File: src/rtl/cordic_issue_scheduler.sv
// Round-robin, credit-gated issue of two requesters into a fixed-latency CORDIC pipeline.
// Results are tagged with the issuing requester and returned through a show-ahead FIFO.
module cordic_issue_scheduler #(
    parameter int DATA_WIDTH   = 16,
    parameter int FLIP_WIDTH   = 2,
    parameter int PIPE_LATENCY = 6,
    parameter int FIFO_DEPTH   = 8,
    parameter int CNT_WIDTH    = 4
) (
    input  logic                  clk,
    input  logic                  reset,

    input  logic                  req0_valid,
    output logic                  req0_ready,
    input  logic [DATA_WIDTH-1:0] req0_degree,
    input  logic [DATA_WIDTH-1:0] req0_x,
    input  logic [DATA_WIDTH-1:0] req0_y,
    input  logic [FLIP_WIDTH-1:0] req0_flip,
    input  logic                  req0_arctan_en,

    input  logic                  req1_valid,
    output logic                  req1_ready,
    input  logic [DATA_WIDTH-1:0] req1_degree,
    input  logic [DATA_WIDTH-1:0] req1_x,
    input  logic [DATA_WIDTH-1:0] req1_y,
    input  logic [FLIP_WIDTH-1:0] req1_flip,
    input  logic                  req1_arctan_en,

    output logic                  pipe_valid_o,
    output logic [DATA_WIDTH-1:0] pipe_degree_o,
    output logic [DATA_WIDTH-1:0] pipe_x_o,
    output logic [DATA_WIDTH-1:0] pipe_y_o,
    output logic [FLIP_WIDTH-1:0] pipe_flip_o,
    output logic                  pipe_arctan_en_o,

    input  logic                  pipe_valid_i,
    input  logic [DATA_WIDTH-1:0] pipe_degree_i,
    input  logic [DATA_WIDTH-1:0] pipe_x_i,
    input  logic [DATA_WIDTH-1:0] pipe_y_i,
    input  logic [FLIP_WIDTH-1:0] pipe_flip_i,
    input  logic                  pipe_arctan_en_i,

    output logic                  rsp_valid,
    input  logic                  rsp_ready,
    output logic                  rsp_id,
    output logic [DATA_WIDTH-1:0] rsp_degree,
    output logic [DATA_WIDTH-1:0] rsp_x,
    output logic [DATA_WIDTH-1:0] rsp_y,
    output logic [FLIP_WIDTH-1:0] rsp_flip,
    output logic                  rsp_arctan_en,

    output logic [CNT_WIDTH-1:0]  credits_used,
    output logic                  err_sticky
);

    localparam int PTR_WIDTH  = $clog2(FIFO_DEPTH);
    localparam int TAG_STAGES = PIPE_LATENCY + 1;

    typedef struct packed {
        logic                  id;
        logic [DATA_WIDTH-1:0] degree;
        logic [DATA_WIDTH-1:0] x;
        logic [DATA_WIDTH-1:0] y;
        logic [FLIP_WIDTH-1:0] flip;
        logic                  arctan_en;
    } entry_t;

    // ---------------- arbitration and credit gating ----------------
    logic                 last_grant_reg;   // 1: requester 1 won the most recent accept
    logic [CNT_WIDTH-1:0] credits_reg;
    logic                 avail;
    logic                 grant0;
    logic                 grant1;
    logic                 accept0;
    logic                 accept1;
    logic                 accept;
    logic                 pop;

    assign avail   = credits_reg < CNT_WIDTH'(FIFO_DEPTH);
    // A requester is granted unless the other one is also valid and has priority.
    assign grant0  = !req1_valid || last_grant_reg;
    assign grant1  = !req0_valid || !last_grant_reg;
    assign req0_ready = !reset && avail && grant0;
    assign req1_ready = !reset && avail && grant1;
    assign accept0 = req0_valid && req0_ready;
    assign accept1 = req1_valid && req1_ready;
    assign accept  = accept0 || accept1;

    always_ff @(posedge clk) begin
        if (reset) begin
            last_grant_reg <= 1'b1;
            credits_reg    <= '0;
        end else begin
            if (accept) begin
                last_grant_reg <= accept1;
            end
            credits_reg <= credits_reg + CNT_WIDTH'(accept) - CNT_WIDTH'(pop);
        end
    end

    // ---------------- pipeline issue registers ----------------
    always_ff @(posedge clk) begin
        if (reset) begin
            pipe_valid_o     <= 1'b0;
            pipe_degree_o    <= '0;
            pipe_x_o         <= '0;
            pipe_y_o         <= '0;
            pipe_flip_o      <= '0;
            pipe_arctan_en_o <= 1'b0;
        end else begin
            pipe_valid_o <= accept;
            if (accept) begin
                pipe_degree_o    <= accept1 ? req1_degree    : req0_degree;
                pipe_x_o         <= accept1 ? req1_x         : req0_x;
                pipe_y_o         <= accept1 ? req1_y         : req0_y;
                pipe_flip_o      <= accept1 ? req1_flip      : req0_flip;
                pipe_arctan_en_o <= accept1 ? req1_arctan_en : req0_arctan_en;
            end
        end
    end

    // ---------------- requester tags, aligned with pipe_valid_i at the tail ----------------
    logic [TAG_STAGES-1:0] tag_valid_reg;
    logic [TAG_STAGES-1:0] tag_id_reg;
    logic                  tail_valid;
    logic                  tail_id;

    always_ff @(posedge clk) begin
        if (reset) begin
            tag_valid_reg <= '0;
            tag_id_reg    <= '0;
        end else begin
            tag_valid_reg <= {tag_valid_reg[TAG_STAGES-2:0], accept};
            tag_id_reg    <= {tag_id_reg[TAG_STAGES-2:0], accept1};
        end
    end

    assign tail_valid = tag_valid_reg[TAG_STAGES-1];
    assign tail_id    = tag_id_reg[TAG_STAGES-1];

    // ---------------- result FIFO ----------------
    entry_t               mem [FIFO_DEPTH];
    logic [PTR_WIDTH-1:0] wr_ptr_reg;
    logic [PTR_WIDTH-1:0] rd_ptr_reg;
    logic [PTR_WIDTH-1:0] rd_ptr_next;
    logic [CNT_WIDTH-1:0] count_reg;
    logic [CNT_WIDTH-1:0] count_next;
    logic                 full;
    logic                 push_req;
    logic                 push;
    logic                 err_next;
    entry_t               push_data;
    entry_t               head_reg;
    entry_t               head_next;
    logic                 head_valid_reg;

    assign full     = count_reg == CNT_WIDTH'(FIFO_DEPTH);
    assign push_req = pipe_valid_i && tail_valid;
    assign pop      = head_valid_reg && rsp_ready;
    // A full FIFO still takes a push when the head leaves in the same cycle.
    assign push     = push_req && (!full || pop);

    assign push_data = '{id: tail_id, degree: pipe_degree_i, x: pipe_x_i, y: pipe_y_i,
                         flip: pipe_flip_i, arctan_en: pipe_arctan_en_i};

    always_comb begin
        rd_ptr_next = rd_ptr_reg + PTR_WIDTH'(pop);
        count_next  = count_reg + CNT_WIDTH'(push) - CNT_WIDTH'(pop);
        // The new head bypasses the array when it is being written this cycle.
        head_next   = (push && (rd_ptr_next == wr_ptr_reg)) ? push_data : mem[rd_ptr_next];
        err_next    = (pipe_valid_i && !tail_valid) ||
                      (tail_valid && !pipe_valid_i) ||
                      (push_req && full && !pop);
    end

    always_ff @(posedge clk) begin
        if (push) begin
            mem[wr_ptr_reg] <= push_data;
        end
    end

    always_ff @(posedge clk) begin
        if (reset) begin
            wr_ptr_reg     <= '0;
            rd_ptr_reg     <= '0;
            count_reg      <= '0;
            head_reg       <= '0;
            head_valid_reg <= 1'b0;
            err_sticky     <= 1'b0;
        end else begin
            wr_ptr_reg     <= wr_ptr_reg + PTR_WIDTH'(push);
            rd_ptr_reg     <= rd_ptr_next;
            count_reg      <= count_next;
            head_valid_reg <= count_next != '0;
            head_reg       <= (count_next != '0) ? head_next : '0;
            if (err_next) begin
                err_sticky <= 1'b1;
            end
        end
    end

    assign rsp_valid     = head_valid_reg;
    assign rsp_id        = head_reg.id;
    assign rsp_degree    = head_reg.degree;
    assign rsp_x         = head_reg.x;
    assign rsp_y         = head_reg.y;
    assign rsp_flip      = head_reg.flip;
    assign rsp_arctan_en = head_reg.arctan_en;
    assign credits_used  = credits_reg;

endmodule

File: config.mk
export PLATFORM = sky130hd
export DESIGN_NAME = cordic_issue_scheduler
export DESIGN_NICKNAME = d
export VERILOG_FILES = /design/src/rtl/cordic_issue_scheduler.sv
export SDC_FILE = /design/constraint.sdc
export NUM_CORES = 1
export LEC_CHECK = 0
export CORE_AREA = 4 4 234 236
export CTS_BUF_LIST = sky130_fd_sc_hd__clkbuf_2
export DETAILED_ROUTE_END_ITERATION = 10
export DIE_AREA = 0 0 238 240
export SYNTH_ARGS = -nofsm -noshare
export SYNTH_HDL_FRONTEND = slang
export SYNTH_SLANG_ARGS = --single-unit
File: constraint.sdc
create_clock -name clk -period 6.2 [get_ports clk]
set_input_delay 0.93 -clock clk [delete_from_list [all_inputs] [get_ports clk]]
set_output_delay 0.93 -clock clk [all_outputs]
set_load 0.1 [all_outputs]
==> key figures <==
Status
  • Status: completed

Critical path
  • End of the worst register-to-register path: rsp_degree[15]
  • R2R Path Start: count_reg[2]
  • Worst setup SP type: input port
  • Path depth of the worst reg2reg path: 13
  • WS Path Type: input port to primary output
  • WP data required: 5.27 ns
  • R2R Setup Slk: 2.67 ns
  • WP data arrival: 3.32 ns
  • Critical Path End Type: primary output
  • Critical path fanouts, max: 21

Route
  • Drt total wl: 53,800 µm
  • DRT iter0 DRCs: roughly 850
  • Drt drc: 0
  • Wirelength per Cell: 19.7 µm
  • Vias: 14,000
  • DRT Pass-1 Iters: 5
  • Vias per cell: 5.11
  • Antenna viol nets, final: 0

Global route
  • Vias in the first global route: 14,200
  • First-pass GRT wire length: 81,700 µm
  • Initial antenna violation count: 5
  • Largest net degree at the start of global routing: 102
  • Grt ovf: 0
  • Gr usage total: a little under a fifth

Logic synthesis
  • Seq/Total Area, Yosys: 72.5%
  • Post-Synthesis Cells: 1,592
  • Synth Register Bits: 550
  • Post-Syn Area: between 0.02 and 0.025 mm²
  • Post-Syn Nets: 1,767
  • YS warnings: 0
  • Avg Inst Size Synth: 13.1 µm²
  • Synth cell types: 31

CTS
  • Worst-path clk slew: roughly 0.1 ns
  • Clock Sinks: 550
  • Total CTS buffers: 143
  • Clk_lat worst skew: between 1 and 1.5 ns
  • CTS root buffer: clkbuf_2
  • CTS H-tree depth: 4
  • Post-CTS Setup Bufs: 0
  • CTS Hold Buffers Added: 1
  • Resized cells post-CTS: 0
  • Max clock buf depth: 3
  • CTS tree: done

Power and ir drop
  • Worst vdd ir: 0.000167 V
  • Pleak: 8.92 nW
  • Pwr dens: 390 mW/mm²

Hold path
  • Worst min path class: input port to flop
  • Hold path endpoint: pipe_y_o[4]
  • Hold-critical path depth: 3
  • Hold Path Origin: req1_y[4]

Timing
  • RSZ-0062 raised after global routing: false
  • Fin. max-slew vios: 0
  • Setup violations, final: 0
  • Hold Fails Final Rpt: 0
  • Worst setup margin: 1.95 ns
  • Post-Route Skew: roughly 0.074 ns
  • Final worst path period need: 4.25 ns
  • Setup_tns: 0 ns
  • Fmax: 0.235 GHz
  • Actual slew at the worst max-slew pin: 1.12 ns
  • Slew margin rel.: 25.2%
  • Final period util: 68.6%

Die
  • Num rows: 84
  • Initial Utilization: about two fifths
  • Die height: 240 µm
  • Top Ports: about 270
  • Die Wd: between 200 and 250 µm
  • Die area: 0.0571 mm²
  • Core Area: 0.0524 mm²

Flow run
  • # Max-Cap Violations: 0

Cells and area
  • Most frequent cells in the layout: 416 x edfxtp_1, 367 x nand2_1, 269 x clkdlybuf4s50_1
  • Fillcell total: 4,653
  • Layout cells sized above 1: 14.1%
  • Most flops, register: mem
  • Most common cell after layout, fill and taps aside: edfxtp_1
  • Final #Nets: 2,107
  • Max reg flops: 416
  • Area Growth Syn to Fin: 22.9%

Placement
  • Routability cong.: 0.799
  • Final HPWL from detailed placement: 29,800 µm
  • Setup WS pre-CTS: 1.72 ns
  • Port buffer count: 270
-- cell usage after synthesis, drive strengths merged --
cell type,number,area (µm²)
nand3,106,531
xnor2,6,52.6
mux2i,104,1040
nor2b,19,119
a311oi,51,447
nand4,54,338
clkbuf,66,248
buf,39,230
inv,16,60.1
a22oi,52,390
a211oi,2,15.0
a41o,1,10.0
nand2,367,1380
nor4,1,6.26
ha,14,175
nand2b,3,18.8
a221o,1,10.0
a21oi,55,275
xor2,5,43.8
and2,1,6.26
nor2,68,255
clkinv,1,3.75
dfxtp,134,2680
a21o,2,15.0
edfxtp,416,12500
nor3,5,25.0
and4,1,8.76
fa,2,40.0
-- worst max-delay path by stage --
| stage | startpoint | endpoint | slack [ns] | cells past startpoint |
|---|---|---|---|---|
| after detailed placement | pipe_valid_i | rsp_y[9] | 1.72 | 12 |
| final | reset | req0_ready | 1.95 | 4 |
| after floorplan | rsp_valid | mem[1][0] | 0.53 | 6 |
| after global routing | reset | req0_ready | 1.82 | 4 |
| after CTS | last_grant_reg | req0_ready | 1.88 | 3 |
| after global placement | pipe_valid_i | rsp_x[2] | 1.81 | 12 |
-- routing by layer --
metal  share of wire [%]  global-route usage [%]  up-vias
met5               0.039                       0        -
li1                    -                       -     6617
met3                 8.8                    7.43      105
met2                  47                    29.8      506
met4                 2.6                    7.62        4
met1                  42                    22.7     6760
-- power by group --
group	total (mW)	switching, mW	internal [mW]
Combinational	3.19	2.40	0.790
Clock	2.53	1.44	1.09
Sequential	4.30	0.125	4.18
-- layout make-up --
type | count | area, µm² | area share (%)
Clock buffer | 227 | 1140 | 4.42
Antenna cell | 3 | 7.51 | 0.0292
Clock inverter | 32 | 210 | 0.818
Multi-Input combinational cell | 920 | 5320 | 20.7
Tap cell | 688 | 861 | 3.35
Timing Repair Buffer | 300 | 2940 | 11.4
Sequential cell | 550 | 15200 | 59.0
Inverter | 17 | 63.8 | 0.248
-- through the flow --
step	std cells	util, %	hold slack (ns)	cell area (µm²)	power [mW]
2_1_floorplan	1592	-	0.414	20900	6.63
4_1_cts	2734	49.0	0.0525	25700	10.2
3_3_place_gp	2474	46.4	0.419	24300	7.58
5_1_grt	2736	49.0	0.122	25700	10.5
6_report	2737	49.0	0.267	25700	10.0
3_5_place_dp	2474	46.4	0.420	24300	7.60
-- kinds of logic (layout without fill, tap and decap cells) --
group                    Yosys count  count (layout)  share of synthesized area [%]
XOR/XNOR                          11              11                          0.461
other                              0               3                              0
multiplexers                     104             104                           4.98
AO/OA/AOI/OAI                    164             164                           5.56
buffers and inverters            122             576                           2.59
AND/OR/NAND/NOR                  625             625                           12.8
adder cells (fa/ha/maj)           16              16                           1.03
flip-flops                       550             550                           72.5
-- worst max-delay path: stages --
cell	delay [ns]
dlygate4sd3_1	0.53
buf_2	0.25
a211oi_1	0.38
clkdlybuf4s50_1	1.22
Power figures use the tool's default switching activity.
